File: src/rtl/uart_arb_pkg.sv
// Shared types and constants for the UART TX arbiter.
// Optional build macro: UART_ARB_FIXED_PRIO_EN selects fixed-priority picking.
package uart_arb_pkg;

  typedef enum logic [1:0] {
    sIDLE  = 2'd0,
    sSEND  = 2'd1,
    sDRAIN = 2'd2,
    sGAP   = 2'd3
  } arb_state_e;

  localparam int unsigned DEFAULT_DATA_W = 8;

  // Gap counter width; a zero-length gap still gets a 1-bit counter.
  function automatic int unsigned gap_cnt_w(input int unsigned gap);
    return (gap < 1) ? 1 : $clog2(gap + 1);
  endfunction

endpackage

File: src/rtl/uart_tx_arbiter_rr_picker.sv
// Combinational requester picker for the UART TX arbiter.
// Default: round-robin starting after last_idx.
// With UART_ARB_FIXED_PRIO_EN defined: lowest set index wins, last_idx ignored.
module rr_picker #(
  parameter int unsigned NUM_REQ = 4,
  parameter int unsigned IDX_W   = 2
) (
  input  logic [NUM_REQ-1:0] req,
  input  logic [IDX_W-1:0]   last_idx,
  output logic               valid,
  output logic [IDX_W-1:0]   idx
);

  logic found;

  // Scan the request vector and return the first eligible index.
  always_comb begin
    int unsigned cand;
    valid = |req;
    idx   = '0;
    found = 1'b0;
    cand  = 0;
`ifdef UART_ARB_FIXED_PRIO_EN
    for (int unsigned i = 0; i < NUM_REQ; i++) begin
      if (!found && req[i]) begin
        idx   = IDX_W'(i);
        found = 1'b1;
      end
    end
`else
    for (int unsigned k = 1; k <= NUM_REQ; k++) begin
      cand = (32'(last_idx) + k) % NUM_REQ;
      if (!found && req[cand]) begin
        idx   = IDX_W'(cand);
        found = 1'b1;
      end
    end
`endif
  end

endmodule

File: src/rtl/uart_tx_arbiter.sv
// Shares one UART transmitter among NUM_REQ byte producers.
// Picks a requester, latches its byte, strobes tx_start, follows tx_busy
// through the byte, then waits GAP_CYCLES idle clocks before re-arbitrating.
// Optional build macro: UART_ARB_FIXED_PRIO_EN (fixed priority, index 0 highest).
module uart_tx_arbiter
  import uart_arb_pkg::*;
#(
  parameter int unsigned NUM_REQ    = 4,
  parameter int unsigned DATA_W     = DEFAULT_DATA_W,
  parameter int unsigned GAP_CYCLES = 8
) (
  input  logic                      clk,
  input  logic                      resetn,
  input  logic [NUM_REQ-1:0]        req,
  input  logic [NUM_REQ*DATA_W-1:0] req_data,
  output logic [NUM_REQ-1:0]        grant,
  input  logic                      tx_busy,
  output logic [DATA_W-1:0]         tx_data,
  output logic                      tx_start,
  output logic                      arb_busy
);

  localparam int unsigned IDX_W    = (NUM_REQ > 1) ? $clog2(NUM_REQ) : 1;
  localparam int unsigned CNT_W    = gap_cnt_w(GAP_CYCLES);
  localparam int unsigned GAP_LAST = (GAP_CYCLES > 0) ? GAP_CYCLES - 1 : 0;

  arb_state_e           state_q, state_d;
  logic [CNT_W-1:0]     gap_cnt_q, gap_cnt_d;
  logic [IDX_W-1:0]     last_idx_q, last_idx_d;
  logic [NUM_REQ-1:0]   grant_q, grant_d;
  logic                 tx_start_q, tx_start_d;
  logic [DATA_W-1:0]    tx_data_q, tx_data_d;

  logic                 pick_valid;
  logic [IDX_W-1:0]     pick_idx;

  rr_picker #(
    .NUM_REQ (NUM_REQ),
    .IDX_W   (IDX_W)
  ) u_picker (
    .req      (req),
    .last_idx (last_idx_q),
    .valid    (pick_valid),
    .idx      (pick_idx)
  );

  // Next-state, gap counter and output register inputs.
  always_comb begin
    state_d    = state_q;
    gap_cnt_d  = gap_cnt_q;
    last_idx_d = last_idx_q;
    grant_d    = '0;
    tx_start_d = 1'b0;
    tx_data_d  = tx_data_q;
    case (state_q)
      sIDLE: begin
        if (pick_valid && !tx_busy) begin
          for (int unsigned i = 0; i < NUM_REQ; i++) begin
            if (IDX_W'(i) == pick_idx) begin
              tx_data_d  = req_data[i*DATA_W +: DATA_W];
              grant_d[i] = 1'b1;
            end
          end
          tx_start_d = 1'b1;
`ifndef UART_ARB_FIXED_PRIO_EN
          last_idx_d = pick_idx;
`endif
          state_d    = sSEND;
        end
      end
      sSEND: begin
        if (tx_busy) state_d = sDRAIN;
      end
      sDRAIN: begin
        if (!tx_busy) begin
          if (GAP_CYCLES > 0) state_d = sGAP;
          else                state_d = sIDLE;
        end
      end
      sGAP: begin
        if (gap_cnt_q == CNT_W'(GAP_LAST)) begin
          gap_cnt_d = '0;
          state_d   = sIDLE;
        end else begin
          gap_cnt_d = gap_cnt_q + 1'b1;
        end
      end
      default: state_d = sIDLE;
    endcase
  end

  // State and output registers; reset takes effect immediately.
  always_ff @(posedge clk or negedge resetn) begin
    if (!resetn) begin
      state_q    <= sIDLE;
      gap_cnt_q  <= '0;
      last_idx_q <= IDX_W'(NUM_REQ - 1);
      grant_q    <= '0;
      tx_start_q <= 1'b0;
      tx_data_q  <= '0;
    end else begin
      state_q    <= state_d;
      gap_cnt_q  <= gap_cnt_d;
      last_idx_q <= last_idx_d;
      grant_q    <= grant_d;
      tx_start_q <= tx_start_d;
      tx_data_q  <= tx_data_d;
    end
  end

  assign grant    = grant_q;
  assign tx_start = tx_start_q;
  assign tx_data  = tx_data_q;
  assign arb_busy = (state_q != sIDLE);

endmodule

File: config.mk
export PLATFORM = sky130hd
export DESIGN_NAME = uart_tx_arbiter
export DESIGN_NICKNAME = d
export VERILOG_FILES = /design/src/rtl/uart_arb_pkg.sv /design/src/rtl/uart_tx_arbiter_rr_picker.sv /design/src/rtl/uart_tx_arbiter.sv
export SDC_FILE = /design/constraint.sdc
export NUM_CORES = 1
export LEC_CHECK = 0
export ABC_AREA = 1
export CAP_MARGIN = 15
export CORE_MARGIN = 2
export CORE_UTILIZATION = 45
export DETAILED_ROUTE_END_ITERATION = 7
export GPL_TIMING_DRIVEN = 0
export PLACE_DENSITY = 0.8
export SYNTH_ARGS = -nofsm -noshare
export SYNTH_HDL_FRONTEND = slang
export SYNTH_SLANG_ARGS = --single-unit
export TNS_END_PERCENT = 100
File: constraint.sdc
create_clock -name clk -period 2 [get_ports clk]
set_input_delay 0.2 -clock clk [delete_from_list [all_inputs] [get_ports clk]]
set_output_delay 0.2 -clock clk [all_outputs]
set_load 0.02 [all_outputs]
==> summary.md, run 1 <==
| Metric | Value |
|---|---|
| Worst-path cell with the longest stage delay | dfstp_2 |
| Max cap viols | 0 |
| Total global routing overflow | 0 |
| Core area | about 0.0033 mm^2 |
| Yosys reg bits | 21 |
| Post-synth ARST share | 1.00 |
| Setup slack after layout | -0.207 ns |
| Post-synth top area share | 0.310 |
| Final #Nets | about 340 |
| Crit end category | register |
| First-pass GRT wire length | between 7 and 8 mm |
| Top cells by count, synth | nand2_1 (68), inv_1 (38), dfrtp_1 (19), nand3_1 (19), o21ai_0 (13) |
| CP delay by family, top | simple AND/OR/NAND/NOR gates |
| Syn Area/Cell | ~7 um^2 |
| Setup TNS | -1.70 ns |
| Routed wire per std cell | between 10 and 15 um |
| Register Area | roughly 530 um^2 |
| Tot Pwr | ~5100 uW |
| DRT iter0 DRCs | between 100 and 150 |
| Sequential-to-total area share from yosys stat | 0.345 |
| CP dominant cell by count | nand2_1 |
| Die footprint | 0.00389 mm^2 |
| WP data required | about 2.2 ns |
| Die Y | about 62 um |
| Via Count | between 1,500 and 2,000 |
| Boundary Pins | 53 |
| Hold slack | just under 0.4 ns |
| Share of cells above drive strength 1 | 0.290 |
| Vias per std cell | 5.02 |
| Fillers | 252 |
| Status | finished, violations left |
| Static Leakage | between 0.001 and 0.0015 uW |
| Fin. Hold Viols | 0 |
| Ys flop type | dfrtp_1 |
| Initial Utilization | 0.463 |
| Crit-path max FO | 6 |
| Hold buffers post-CTS | 0 |
| Failing checks | setup timing |
| Clk buf depth | 2 |
| Buffers & Inverters on Critical Path | 3 |
| Synth Warn # | 0 |
| Fin crit period | around 2.2 ns |
| Crit Path Class | reg2reg |
| CTS Root Cell | clkbuf_4 |
| Worst path cell trace | buf_8 -> nand2_1 -> nand2_2 -> nand2_2 -> buf_4 -> a21boi_2 -> nand2_2 -> nor2_4 -> buf_12 -> nand3_2 -> nand3_2 -> nand2_1 -> nand2_1 -> nand2_1 |
| Netlist cell types | 28 |
| RSZ-0062 raised after global routing | yes |
| PwrDens | ~2000 mW/mm^2 |
| Critical path startpoint | last_idx_q[0] |
| Routability cong. | 0.799 |
| WP data arrival | ~2.4 ns |
| Total GRT Usage | 0.228 |
| Chip Width | 62.3 um |
| Multi-input logic area | 0.00105 mm^2 |
| CTS clk-pin slew, worst paths | ~0.12 ns |
| Largest net degree at the start of global routing | 22 |
| Clock Skews | about 0.0070 ns |
| Max stage delay on crit path | about 0.59 ns |
| HP Class | in2async |
| TritonCTS buffer count | 3 |
| Cells after Synth | roughly 220 |
| Initial antenna violation count | 0 |
| Slew Limit Fails | 0 |
| Drt first pass iters | 4 |
| Top post-synthesis cells by area | dfrtp_1 (31%), nand2_1 (17%), inv_1 (9.3%), nand3_1 (6.2%), o21ai_0 (4.2%) |
| # rows | 21 |
| Final setup vio count | 10 |
| Worst slew pin tran | 0.936 ns |
| Most frequent cell after synthesis | nand2_1 |
| Clock sink count | 21 |
| Post-Syn Nets | between 200 and 300 |
| Startpoint types | register |
| EDFF count, synth | 0 |
| Antenna diodes | 0 |
| CTS H-tree depth | 1 |
| DRC violations left | 0 |
| DP HPWL | approximately 2.7 mm |
| Number of port buffers | 52 |
| Leading area contributor after synthesis | dfrtp_1 |
| Max frequency | ~450 MHz |
| Antenna-violating nets left | 0 |
| Max-slew headroom | 0.374 |
| Fin crit share | 1.10 |
| Area Growth Syn to Fin | 67.6% |
| Vias in the first global route | 1,635 |
| FF-to-FF Start | last_idx_q[0] |
| CTS tree | done |
| Peak supply drop | 1.27 mV |
| Synth Cell Area | about 0.0015 mm^2 |
| Clock Latency Late Sink | 0.31 ns |
| Final wirelength | 4.58 mm |
worst paths after layout:
check,to,cells after the start,slack [ns]
worst max register to register,tx_data[3],14,-0.21
worst max-delay path,tx_data[3],14,-0.21
max in group asynchronous,tx_data[1],1,1.03
worst min-delay path,grant[3],1,0.39
worst min register to register,tx_data[5],2,0.50
min in group clk,tx_data[5],2,0.50
layout by cell type (no fill, tap or decap), types with 2 or more instances in the layout:
cell and count:
nand2_1 53, clkdlybuf4s50_1 52, inv_1 37, dfrtp_1 19, buf_4 14, nand2_2 13
nand3_2 13, o21ai_1 11, nand2_4 10, o21ai_0 10, nand3_1 6, ha_1 5
nor2_4 4, nor2_1 4, nand4_1 3, nand3_4 3, buf_6 3, mux2_2 3
a21oi_1 3, clkbuf_4 3, inv_2 2, o21ai_2 2, nand2_8 2, buf_12 2
clkbuf_1 2, dfstp_2 2
per-stage QoR:
step           setup slack (ns)  cells  instance area, um^2   util
2_1_floorplan             0.129    219                 1530      -
3_3_place_gp             -0.125    317                 2110  0.637
3_5_place_dp             -0.149    317                 2110  0.637
4_1_cts                 -0.0721    333                 2390  0.723
5_1_grt                  -0.317    339                 2570  0.776
6_report                 -0.207    339                 2570  0.776
cell type report:
cell class	count	share of cell area
Clock buffer	3	0.00877
Clock inverter	1	0.00195
Buffer	5	0.0210
Inverter	40	0.0614
Timing Repair Buffer	70	0.271
Sequential cell	21	0.206
Tap cell	46	0.0224
Multi-Input combinational cell	153	0.408
logic make-up after synthesis:
logic type / Yosys count / share of synthesized area
and+or+nand+nor: 113 / 0.348
adders and majority gates: 5 / 0.0408
buffers and inverters: 45 / 0.124
xor gates and xnor gates: 1 / 0.00572
AOI/OAI and AO/OA: 30 / 0.108
DFF: 21 / 0.345
muxes: 4 / 0.0286
report_power, final:
part	leakage (uW)	total (uW)	internal, uW	switching (uW)
Sequential	0.000261	771	633	137
Clock	0.0000177	211	74.8	136
Combinational	0.00103	4110	1800	2300
Total	0.00131	5090	2510	2580
sequential cells by signal, indices dropped and copies added, names as in the netlist:
| register | flops |
|---|---|
| gap_cnt_q | 4 |
| tx_start | 1 |
| grant | 4 |
| tx_data | 8 |
| last_idx_q | 2 |
| state_q | 2 |
worst register-to-register path: stages (launching register included):
cell,delay (ns)
dfstp_2,0.59
buf_8,0.13
nand2_1,0.07
nand2_2,0.09
nand2_2,0.08
buf_4,0.14
a21boi_2,0.16
nand2_2,0.10
nor2_4,0.25
buf_12,0.17
nand3_2,0.09
nand3_2,0.07
nand2_1,0.06
nand2_1,0.06
nand2_1,0.04
layer usage:
metal,track usage,wire [um],vias to the layer above
li1,-,-,840
met1,0.265,1810,776
met2,0.404,2330,77
met3,0.0743,363,10
met4,0.0583,74,0
met5,0,0,-
timing repair:
action	in CTS	in global routing
endpoints found under the setup margin	9	13
resized for setup	31	33
gates cloned	1	0
pin swaps	15	24
setup buffers	11	6
Power figures use the tool's default switching activity.
==> inputs of run 2 (changes only) <==
--- a/config.mk
+++ b/config.mk
@@ -11,6 +11,7 @@
 export CORE_UTILIZATION = 45
 export DETAILED_ROUTE_END_ITERATION = 7
 export GPL_TIMING_DRIVEN = 0
+export MAX_ROUTING_LAYER = met4
 export PLACE_DENSITY = 0.8
 export SYNTH_ARGS = -nofsm -noshare
 export SYNTH_HDL_FRONTEND = slang
==> run 2 against run 1 <==
The run still ends with setup timing left. Utilization unchanged. Global-route usage increased by 0.65 points. Critical path depth unchanged. Maximum frequency about the same. Flip-flop and latch count unchanged. Worst hold slack got worse by 0.0043 ns. Clock skew decreased by 0.0020 ns. First-iteration DRC count decreased by 11%. Via count increased by 0.76%. Largest power group unchanged. Highest routed layer unchanged.
==> summary.md, run 2 (synthesis results as in run 1) <==
| Metric | Value |
|---|---|
| Initial antenna violation count | 0 |
| Drt first pass iters | 4 |
| Fillers | around 250 |
| Fin crit period | between 2 and 2.5 ns |
| Max reg flops | 8 |
| Crit end category | register |
| Setup slack after layout | -0.205 ns |
| Peak supply drop | 1.27 mV |
| TritonCTS buffer count | 3 |
| Hold slack | 0.388 ns |
| Final wirelength | about 4.6 mm |
| HP Class | in2async |
| Clock sink count | 21 |
| Routability cong. | approximately 0.8 |
| Fin. Hold Viols | 0 |
| Die footprint | ~0.0039 mm^2 |
| Vias per std cell | around 5.1 |
| Vias in the first global route | 1,634 |
| First-pass GRT wire length | about 7.1 mm |
| DRC violations left | 0 |
| Total global routing overflow | 0 |
| Antenna-violating nets left | 0 |
| Max cap viols | 0 |
| Worst slack, placed | -0.149 ns |
| Fin crit share | 1.10 |
| Crit-path max FO | 6 |
| Clock Skews | about 0.005 ns |
| DP HPWL | around 2.7 mm |
| Largest net degree at the start of global routing | 22 |
| Startpoint types | register |
| Initial Utilization | 0.463 |
| Commonest non-fill, non-tap cell in the layout | nand2_1 |
| Crit Path Class | reg2reg |
| CTS tree | done |
| Share of cells above drive strength 1 | 0.290 |
| Max-slew headroom | 0.376 |
| WP data arrival | around 2.4 ns |
| DRT iter0 DRCs | 90 |
| WP data required | about 2.2 ns |
| Failing checks | setup timing |
| Number of port buffers | 52 |
| CTS H-tree depth | 1 |
| Hold buffers post-CTS | 0 |
| Total GRT Usage | 0.234 |
| CTS clk-pin slew, worst paths | 0.12 ns |
| Static Leakage | 0.00131 uW |
| Most frequent cells in the layout | nand2_1 (53), clkdlybuf4s50_1 (52), inv_1 (37) |
| Chip Width | approximately 62 um |
| Slew Limit Fails | 0 |
| Area Growth Syn to Fin | 67.6% |
| RSZ-0062 raised after global routing | yes |
| Antenna diodes | 0 |
| Final setup vio count | 12 |
| Boundary Pins | 53 |
| Clk buf depth | 2 |
| Via Count | about 1,700 |
| PwrDens | 1980 mW/mm^2 |
| # rows | 21 |
| Final #Nets | 338 |
| Die Y | a little over 60 um |
| Max frequency | between 400 and 500 MHz |
| Routed wire per std cell | 13.5 um |
| Clock Latency Late Sink | 0.31 ns |
| CTS Root Cell | clkbuf_4 |
| Worst slew pin tran | around 0.93 ns |
| Status | finished, violations left |
| Core area | between 0.003 and 0.004 mm^2 |
[run 2: layout make-up]
class / count / area, um^2 / area share
multi-input combinational: 153 / 1050 / 0.408
inverter: 40 / 158 / 0.0614
clock buffer: 3 / 22.5 / 0.00877
tap: 46 / 57.6 / 0.0224
clock inverter: 1 / 5.00 / 0.00195
sequential: 21 / 528 / 0.206
timing repair buffer: 70 / 696 / 0.271
buffer: 5 / 53.8 / 0.0210
[run 2: timing repair]
item                                   in CTS  in global routing
pin swaps                                  15                 24
endpoints found under the hold margin       0                  0
buffers inserted                           11                  6
gates resized for setup                    31                 33
gates cloned                                1                  0
setup endpoints to repair                   9                 13
[run 2: metal layers]
layer	share of wire	vias up	track usage
met5	0	-	-
met4	0.019	0	0.0583
met3	0.066	12	0.0634
met2	0.51	71	0.404
met1	0.41	792	0.272
li1	-	841	-
[run 2: worst max-delay path, stage by stage, from the launching register on]
cell      delay (ns)
dfstp_2         0.58
buf_8           0.13
nand2_1         0.07
nand2_2         0.09
nand2_2         0.08
buf_4           0.14
a21boi_2        0.16
nand2_2         0.10
nor2_4          0.25
buf_12          0.16
nand3_2         0.09
nand3_2         0.07
nand2_1         0.06
nand2_1         0.06
nand2_1         0.04
[run 2: where the power goes]
part           internal [uW]  leakage (uW)  switching [uW]
Sequential               633      0.000261             137
Combinational           1800       0.00103            2310
Clock                   74.9     0.0000177             137
[run 2: worst paths after layout]
kind	from	endpoint	slack [ns]	cells after the start
max	last_idx_q[0]	tx_data[3]	-0.21	14
min	resetn	grant[3]	0.39	1
max reg2reg	last_idx_q[0]	tx_data[3]	-0.21	14
min reg2reg	tx_data[5]	tx_data[5]	0.50	2
max in group asynchronous	resetn	tx_data[1]	1.04	1
min in group clk	tx_data[5]	tx_data[5]	0.50	2
[run 2: stage by stage]
step	utilization	total power [uW]	cells	area, um^2	setup TNS [ns]
4_1_cts	0.723	4450	333	2390	-0.519
6_report	0.776	5090	339	2570	-1.74
2_1_floorplan	-	2650	219	1530	0
3_5_place_dp	0.637	3390	317	2110	-1.04
3_3_place_gp	0.637	3340	317	2110	-0.712
5_1_grt	0.776	5460	339	2570	-2.91
